## src/rtl/pointer_mapper_if.sv

```systemverilog
// Signal bundle between the spot tracker / calibration logic and pointer_mapper.
// The master drives bounds and points; the slave (pointer_mapper) returns mapped results.
interface pointer_mapper_if;
  logic        cal_done;
  logic [10:0] xo;
  logic [10:0] xf;
  logic [10:0] yo;
  logic [10:0] yf;
  logic        pt_valid;
  logic [10:0] pt_x;
  logic [10:0] pt_y;
  logic        pt_ready;
  logic        out_valid;
  logic [9:0]  sx;
  logic [9:0]  sy;
  logic        out_err;

  modport master (
    output cal_done, xo, xf, yo, yf, pt_valid, pt_x, pt_y,
    input  pt_ready, out_valid, sx, sy, out_err
  );

  modport slave (
    input  cal_done, xo, xf, yo, yf, pt_valid, pt_x, pt_y,
    output pt_ready, out_valid, sx, sy, out_err
  );
endinterface

```

## src/rtl/pointer_mapper.sv

```systemverilog
// Maps camera-space points into screen coordinates using the calibration rectangle,
// one shared serial restoring divider per conversion. Define MIRROR_X_EN for a mirrored camera.
module pointer_mapper #(
  parameter int SCREEN_W = 1024,
  parameter int SCREEN_H = 768,
  parameter int DIV_BITS = 22
) (
  input logic             clk,
  input logic             reset,
  pointer_mapper_if.slave bus
);

  localparam int                CNT_W   = $clog2(DIV_BITS);
  localparam logic [CNT_W-1:0]  LAST    = CNT_W'(DIV_BITS - 1);
  localparam logic [9:0]        SX_MAX  = 10'(SCREEN_W - 1);
  localparam logic [DIV_BITS-1:0] SCALE_X = DIV_BITS'(SCREEN_W - 1);
  localparam logic [DIV_BITS-1:0] SCALE_Y = DIV_BITS'(SCREEN_H - 1);

  typedef enum logic [2:0] {IDLE, CALC_X, DIV_X, CALC_Y, DIV_Y, DONE} state_t;

  state_t              state, state_next;
  logic                run;
  logic                accept;

  logic [10:0]         px, py, xo_c, xf_c, yo_c, yf_c;
  logic [CNT_W-1:0]    cnt;
  logic [DIV_BITS-1:0] quo, quo_next;
  logic [10:0]         rem, rem_next, divisor;
  logic [11:0]         trial;
  logic [9:0]          qx, sx_map;
  logic                err_x, err_y;
  logic [9:0]          sx_q, sy_q;
  logic                err_q;

  logic [10:0]         c_p, c_lo, c_hi, span, off;
  logic [DIV_BITS-1:0] scale, dividend;
  logic                c_degen;

  // run holds pt_ready low through the first cycle after reset is released.
  assign bus.pt_ready  = run && (state == IDLE) && bus.cal_done;
  assign accept        = bus.pt_valid && bus.pt_ready;
  assign bus.out_valid = (state == DONE);
  assign bus.sx        = sx_q;
  assign bus.sy        = sy_q;
  assign bus.out_err   = err_q;

  // Operand setup for whichever axis is being prepared.
  always_comb begin
    // NOTE: every always_comb output gets a default first so no path can infer a latch.
    c_p   = px;
    c_lo  = xo_c;
    c_hi  = xf_c;
    scale = SCALE_X;
    if (state == CALC_Y) begin
      c_p   = py;
      c_lo  = yo_c;
      c_hi  = yf_c;
      scale = SCALE_Y;
    end
    c_degen = (c_hi <= c_lo);
    span    = c_hi - c_lo;
    if (c_p < c_lo)      off = '0;
    else if (c_p > c_hi) off = span;
    else                 off = c_p - c_lo;
    dividend = DIV_BITS'(off) * scale;
  end

  // One restoring step: shift in the next dividend bit, subtract if it fits.
  always_comb begin
    trial    = {rem, quo[DIV_BITS-1]};
    rem_next = trial[10:0];
    quo_next = {quo[DIV_BITS-2:0], 1'b0};
    if (trial >= {1'b0, divisor}) begin
      rem_next = 11'(trial - {1'b0, divisor});
      quo_next = {quo[DIV_BITS-2:0], 1'b1};
    end
  end

`ifdef MIRROR_X_EN
  assign sx_map = SX_MAX - qx;
`else
  assign sx_map = qx;
`endif

  always_comb begin
    state_next = state;
    unique case (state)
      IDLE:    if (accept) state_next = CALC_X;
      CALC_X:  state_next = DIV_X;
      DIV_X:   if (cnt == LAST) state_next = CALC_Y;
      CALC_Y:  state_next = DIV_Y;
      DIV_Y:   if (cnt == LAST) state_next = DONE;
      DONE:    state_next = IDLE;
      default: state_next = IDLE;
    endcase
  end

  always_ff @(posedge clk) begin
    // NOTE: sequential state uses non-blocking assignments so every register samples pre-edge values.
    if (reset) begin
      state <= IDLE;
      run   <= 1'b0;
      sx_q  <= '0;
      sy_q  <= '0;
      err_q <= 1'b0;
    end else begin
      state <= state_next;
      run   <= 1'b1;
      // Results land on the edge into DONE so they are valid alongside out_valid.
      if (state == DIV_Y && cnt == LAST) begin
        sx_q  <= err_x ? '0 : sx_map;
        sy_q  <= err_y ? '0 : quo_next[9:0];
        err_q <= err_x | err_y;
      end
    end
  end

  // NOTE: datapath registers carry no reset; each is loaded before the FSM ever reads it.
  always_ff @(posedge clk) begin
    if (accept) begin
      px   <= bus.pt_x;
      py   <= bus.pt_y;
      xo_c <= bus.xo;
      xf_c <= bus.xf;
      yo_c <= bus.yo;
      yf_c <= bus.yf;
    end
    unique case (state)
      CALC_X, CALC_Y: begin
        // A degenerate axis still runs the full divide, against 1, to keep latency fixed.
        quo     <= c_degen ? '0 : dividend;
        rem     <= '0;
        divisor <= c_degen ? 11'd1 : span;
        cnt     <= '0;
        if (state == CALC_X) err_x <= c_degen;
        else                 err_y <= c_degen;
      end
      DIV_X, DIV_Y: begin
        quo <= quo_next;
        rem <= rem_next;
        cnt <= cnt + CNT_W'(1);
        if (state == DIV_X && cnt == LAST) qx <= quo_next[9:0];
      end
      default: ;
    endcase
  end

endmodule

```

## src/flat_wrapper.sv

```systemverilog
// flat-port wrapper written by rule: the top's interface ports become plain ports
module pointer_mapper_flat 
#(
  parameter int SCREEN_W = 1024,
  parameter int SCREEN_H = 768,
  parameter int DIV_BITS = 22
)
  (clk, reset, bus_cal_done, bus_xo, bus_xf, bus_yo, bus_yf, bus_pt_valid, bus_pt_x, bus_pt_y, bus_pt_ready, bus_out_valid, bus_sx, bus_sy, bus_out_err);
  pointer_mapper_if bus_i ();
  input logic clk;
  input logic reset;
  input wire logic [$bits(bus_i.cal_done)-1:0] bus_cal_done;
  input wire logic [$bits(bus_i.xo)-1:0] bus_xo;
  input wire logic [$bits(bus_i.xf)-1:0] bus_xf;
  input wire logic [$bits(bus_i.yo)-1:0] bus_yo;
  input wire logic [$bits(bus_i.yf)-1:0] bus_yf;
  input wire logic [$bits(bus_i.pt_valid)-1:0] bus_pt_valid;
  input wire logic [$bits(bus_i.pt_x)-1:0] bus_pt_x;
  input wire logic [$bits(bus_i.pt_y)-1:0] bus_pt_y;
  output wire logic [$bits(bus_i.pt_ready)-1:0] bus_pt_ready;
  output wire logic [$bits(bus_i.out_valid)-1:0] bus_out_valid;
  output wire logic [$bits(bus_i.sx)-1:0] bus_sx;
  output wire logic [$bits(bus_i.sy)-1:0] bus_sy;
  output wire logic [$bits(bus_i.out_err)-1:0] bus_out_err;
  assign bus_i.cal_done = bus_cal_done;
  assign bus_i.xo = bus_xo;
  assign bus_i.xf = bus_xf;
  assign bus_i.yo = bus_yo;
  assign bus_i.yf = bus_yf;
  assign bus_i.pt_valid = bus_pt_valid;
  assign bus_i.pt_x = bus_pt_x;
  assign bus_i.pt_y = bus_pt_y;
  assign bus_pt_ready = bus_i.pt_ready;
  assign bus_out_valid = bus_i.out_valid;
  assign bus_sx = bus_i.sx;
  assign bus_sy = bus_i.sy;
  assign bus_out_err = bus_i.out_err;
  pointer_mapper #(.SCREEN_W(SCREEN_W), .SCREEN_H(SCREEN_H), .DIV_BITS(DIV_BITS)) u_core (.clk(clk), .reset(reset), .bus(bus_i));
endmodule
```

## config.mk

```make
export PLATFORM = sky130hd
export DESIGN_NAME = pointer_mapper_flat
export DESIGN_NICKNAME = d
export VERILOG_FILES = /design/src/rtl/pointer_mapper_if.sv /design/src/rtl/pointer_mapper.sv /design/src/flat_wrapper.sv
export SDC_FILE = /design/constraint.sdc
export NUM_CORES = 1
export LEC_CHECK = 0
export BUFFER_PORTS_ARGS = -buffer_cell sky130_fd_sc_hd__buf_2
export CAP_MARGIN = 20
export CORE_MARGIN = 3
export CORE_UTILIZATION = 55
export CTS_CLUSTER_SIZE = 10
export DETAILED_ROUTE_END_ITERATION = 16
export HOLD_SLACK_MARGIN = 0.02
export PLACE_DENSITY = 0.78
export REMOVE_ABC_BUFFERS = 1
export SLEW_MARGIN = 0
export SYNTH_ARGS = -nofsm -noshare
export SYNTH_HDL_FRONTEND = slang
export SYNTH_SLANG_ARGS = --single-unit
```

## constraint.sdc

```tcl
create_clock -name clk -period 7.5 [get_ports clk]
set_clock_uncertainty 0.1 [all_clocks]
set_input_delay 0.75 -clock clk [delete_from_list [all_inputs] [get_ports clk]]
set_output_delay 0.75 -clock clk [all_outputs]
set_load 0.01 [all_outputs]
```

==> results.md <==
- Status: complete, but fails checks
- Failing checks: setup timing
- WL/cell: 18.4 um
- Placeable Area: 19100 um^2
- Ranking of synthesized cells by area: edfxtp_1, fa_1, ha_1, dfxtp_1, inv_1
- Max frequency: between 100 and 150 MHz
- Clk_lat worst skew: 0.43 ns
- Number of diodes: 0
- Dpl ws: -0.246 ns
- Most used cell, CP: ha_1
- Setup ws final: -0.0712 ns
- Clock slew at reported path FFs: 0.07 ns
- Drt first pass iters: 6
- Logic gate share of total power: 64.9%
- Period utilisation layout: 101%
- Starting Density: between 50 and 60%
- VDD IR max: 364 uV
- TritonCTS clock tree: yes
- Port Buffers: 92
- Synth top cells by count: edfxtp_1, inv_1, nand2_1, ha_1, nor2_1
- Register bit total from synthesis: roughly 150
- RSZ-0062 raised after global routing: true
- Root Buffer Master: clkbuf_16
- Synth top area share: 35.0%
- Total power draw: slightly above 5 mW
- Site row count: 50
- Post-synth EDFFs: ~130
- HP Class: reg -> reg
- Vias in the first global route: 8100
- Final Max Tran Viols: 0
- Vias per std cell: 5.82
- Share of post-route cells with drive strength above 1: about 33%
- Slowest CP cell: fa_1
- Crit path largest cell delay: slightly above 0.5 ns
- Total wire length: 27.6 mm
- Pint: a little over 3 mW
- Area Growth Syn to Fin: 28.4%
- Count leader, synth: edfxtp_1
- Post-route setup TNS: -0.108 ns
- Die ar.: 21600 um^2
- DRT iter0 DRCs: 745
- Final Wtd Congestion: around 0.90
- Async SR Flop Fraction: 0%
- Residual DRC count: 0
- Total Routing Usage GR: 22.6%
- Max-slew headroom: ~40%
- Final HPWL DP: 17.6 mm
- DRT antenna net count: 0
- Utilization after layout: 73.4%
- Syn Std Cell Area: 10900 um^2
- Leakage power: 6.15 nW
- Synth unique cells: 78
- Num Clock Sinks: 152
- Die X: roughly 150 um
- Crit-path max FO: 8
- First-pass GRT wire length: 39.7 mm
- Largest net degree at the start of global routing: 68
- DR vias: 8717
- Main synth FF type: edfxtp_1
- Seq/Total Area, Yosys: 39.5%
- Synth Instances: 1018
- WP data required: about 7.6 ns
- Sequential share of power: 19.4%
- Max-Cap Viols: 0
- R2r setup slk: -0.07 ns
- Hold Fails Final Rpt: 0
- Nets@finish: 1455
- P_sw: 2.14 mW
- Cts bufs inserted: 17
- Clk pwr share: between 10% and 20%
- Final setup vio count: 3
- GRT Residual Overflow: 0
- Crit start category: flip-flop
- Crit Path Category: reg -> reg
- Die height: 147 um
- Power density over the cells: 369 nW/um^2
- Worst hold margin: 0.364 ns
- Cell Area, Placed: 12200 um^2
- IO Pins: 93
- Synth area leader: edfxtp_1
- Crit path time final: approximately 7.6 ns
- CTS H-tree depth: 4
- Non-filler cells, final: approximately 1500
- Net Sw Frac: 41.4%
- Initial antenna violation count: 0
- Synth warn: 0
- Clock Tree Buf Depth: 2
- Crit. End Element: flip-flop
- DP Cell Count: approximately 1400
- Final Cell Area: approximately 14000 um^2
- Least-Margin Pin Slew: 0.906 ns
- Crit path DAT: about 7.7 ns
- Syn Area/Cell: 10.7 um^2
area by class of cell:
type	count	area [um^2]
sequential	152	4320
tap	260	325
timing repair buffer	220	1560
fill	1156	5080
clock buffer	18	429
clock inverter	14	114
multi-input combinational	724	6840
inverter	110	420
power groups by stage:
stage / logic (mW) / clock network [mW] / registers (mW)
detailed placement: 2.52 / 0 / 1.02
finish: 3.36 / 0.810 / 1.00
CTS: 2.67 / 0.816 / 1.00
global placement: 2.46 / 0 / 1.02
global route: 3.69 / 0.859 / 1.01
floorplan: 1.75 / 0 / 1.02
critical path, delay by kind of cell, from the launching register on:
| kind | cells | cell delay, ns |
|---|---|---|
| adder cells (fa/ha/maj) | 7 | 2.77 |
| AO/OA/AOI/OAI | 9 | 1.97 |
| AND/OR/NAND/NOR | 5 | 1.04 |
| multiplexers | 2 | 0.55 |
| buffers and inverters | 5 | 0.54 |
| flip-flops | 1 | 0.33 |
layout by cell type, fill, tap and decap left out, types with 22 or more instances in the layout:
cell type    n
fa_1        58
inv_1      100
buf_2       92
nand2_1     87
ha_1        75
a21oi_1     45
edfxtp_1   127
nor2_1      73
buf_4      115
dfxtp_1     22
routing by layer:
layer  GRT usage [%]  part of all wire, %  vias up
li1                -                    -     3984
met1            30.5                   41     4244
met2            38.4                   50      381
met3            3.61                  5.6      108
met4            5.55                  3.3        0
met5               0                    0        -
worst paths after layout:
check | from | end | depth (start not counted)
max | u_core.state[2] | u_core.quo[11] | 28
min | u_core.bus.sy[0] | u_core.bus.sy[0] | 2
max reg2reg | u_core.state[2] | u_core.quo[11] | 28
min reg2reg | u_core.bus.sy[0] | u_core.bus.sy[0] | 2
cell families after synthesis:
group           count (synthesis)  synth area share, %
mux                            34                 3.19
fa+ha+maj                     160                 22.8
compound gates                170                 11.5
flops                         152                 39.5
buf+inv                       143                 5.47
simple gates                  317                 14.1
xor+xnor                       42                 3.37
what timing repair did:
item / in CTS / in global routing
cloned: 2 / 2
buffers inserted: 14 / 23
resized for setup: 27 / 156
hold buffers: 0 / 0
setup endpoints to repair: 9 / 12
pin swaps: 12 / 74
flip-flops by register name, summed over array words and instances (netlist names), 11 cells and up:
name and count:
u_core.divisor 11, u_core.px 11, u_core.py 11, u_core.quo 22, u_core.rem 11, u_core.xf_c 11, u_core.xo_c 11, u_core.yf_c 11
u_core.yo_c 11
Power figures use the tool's default switching activity.
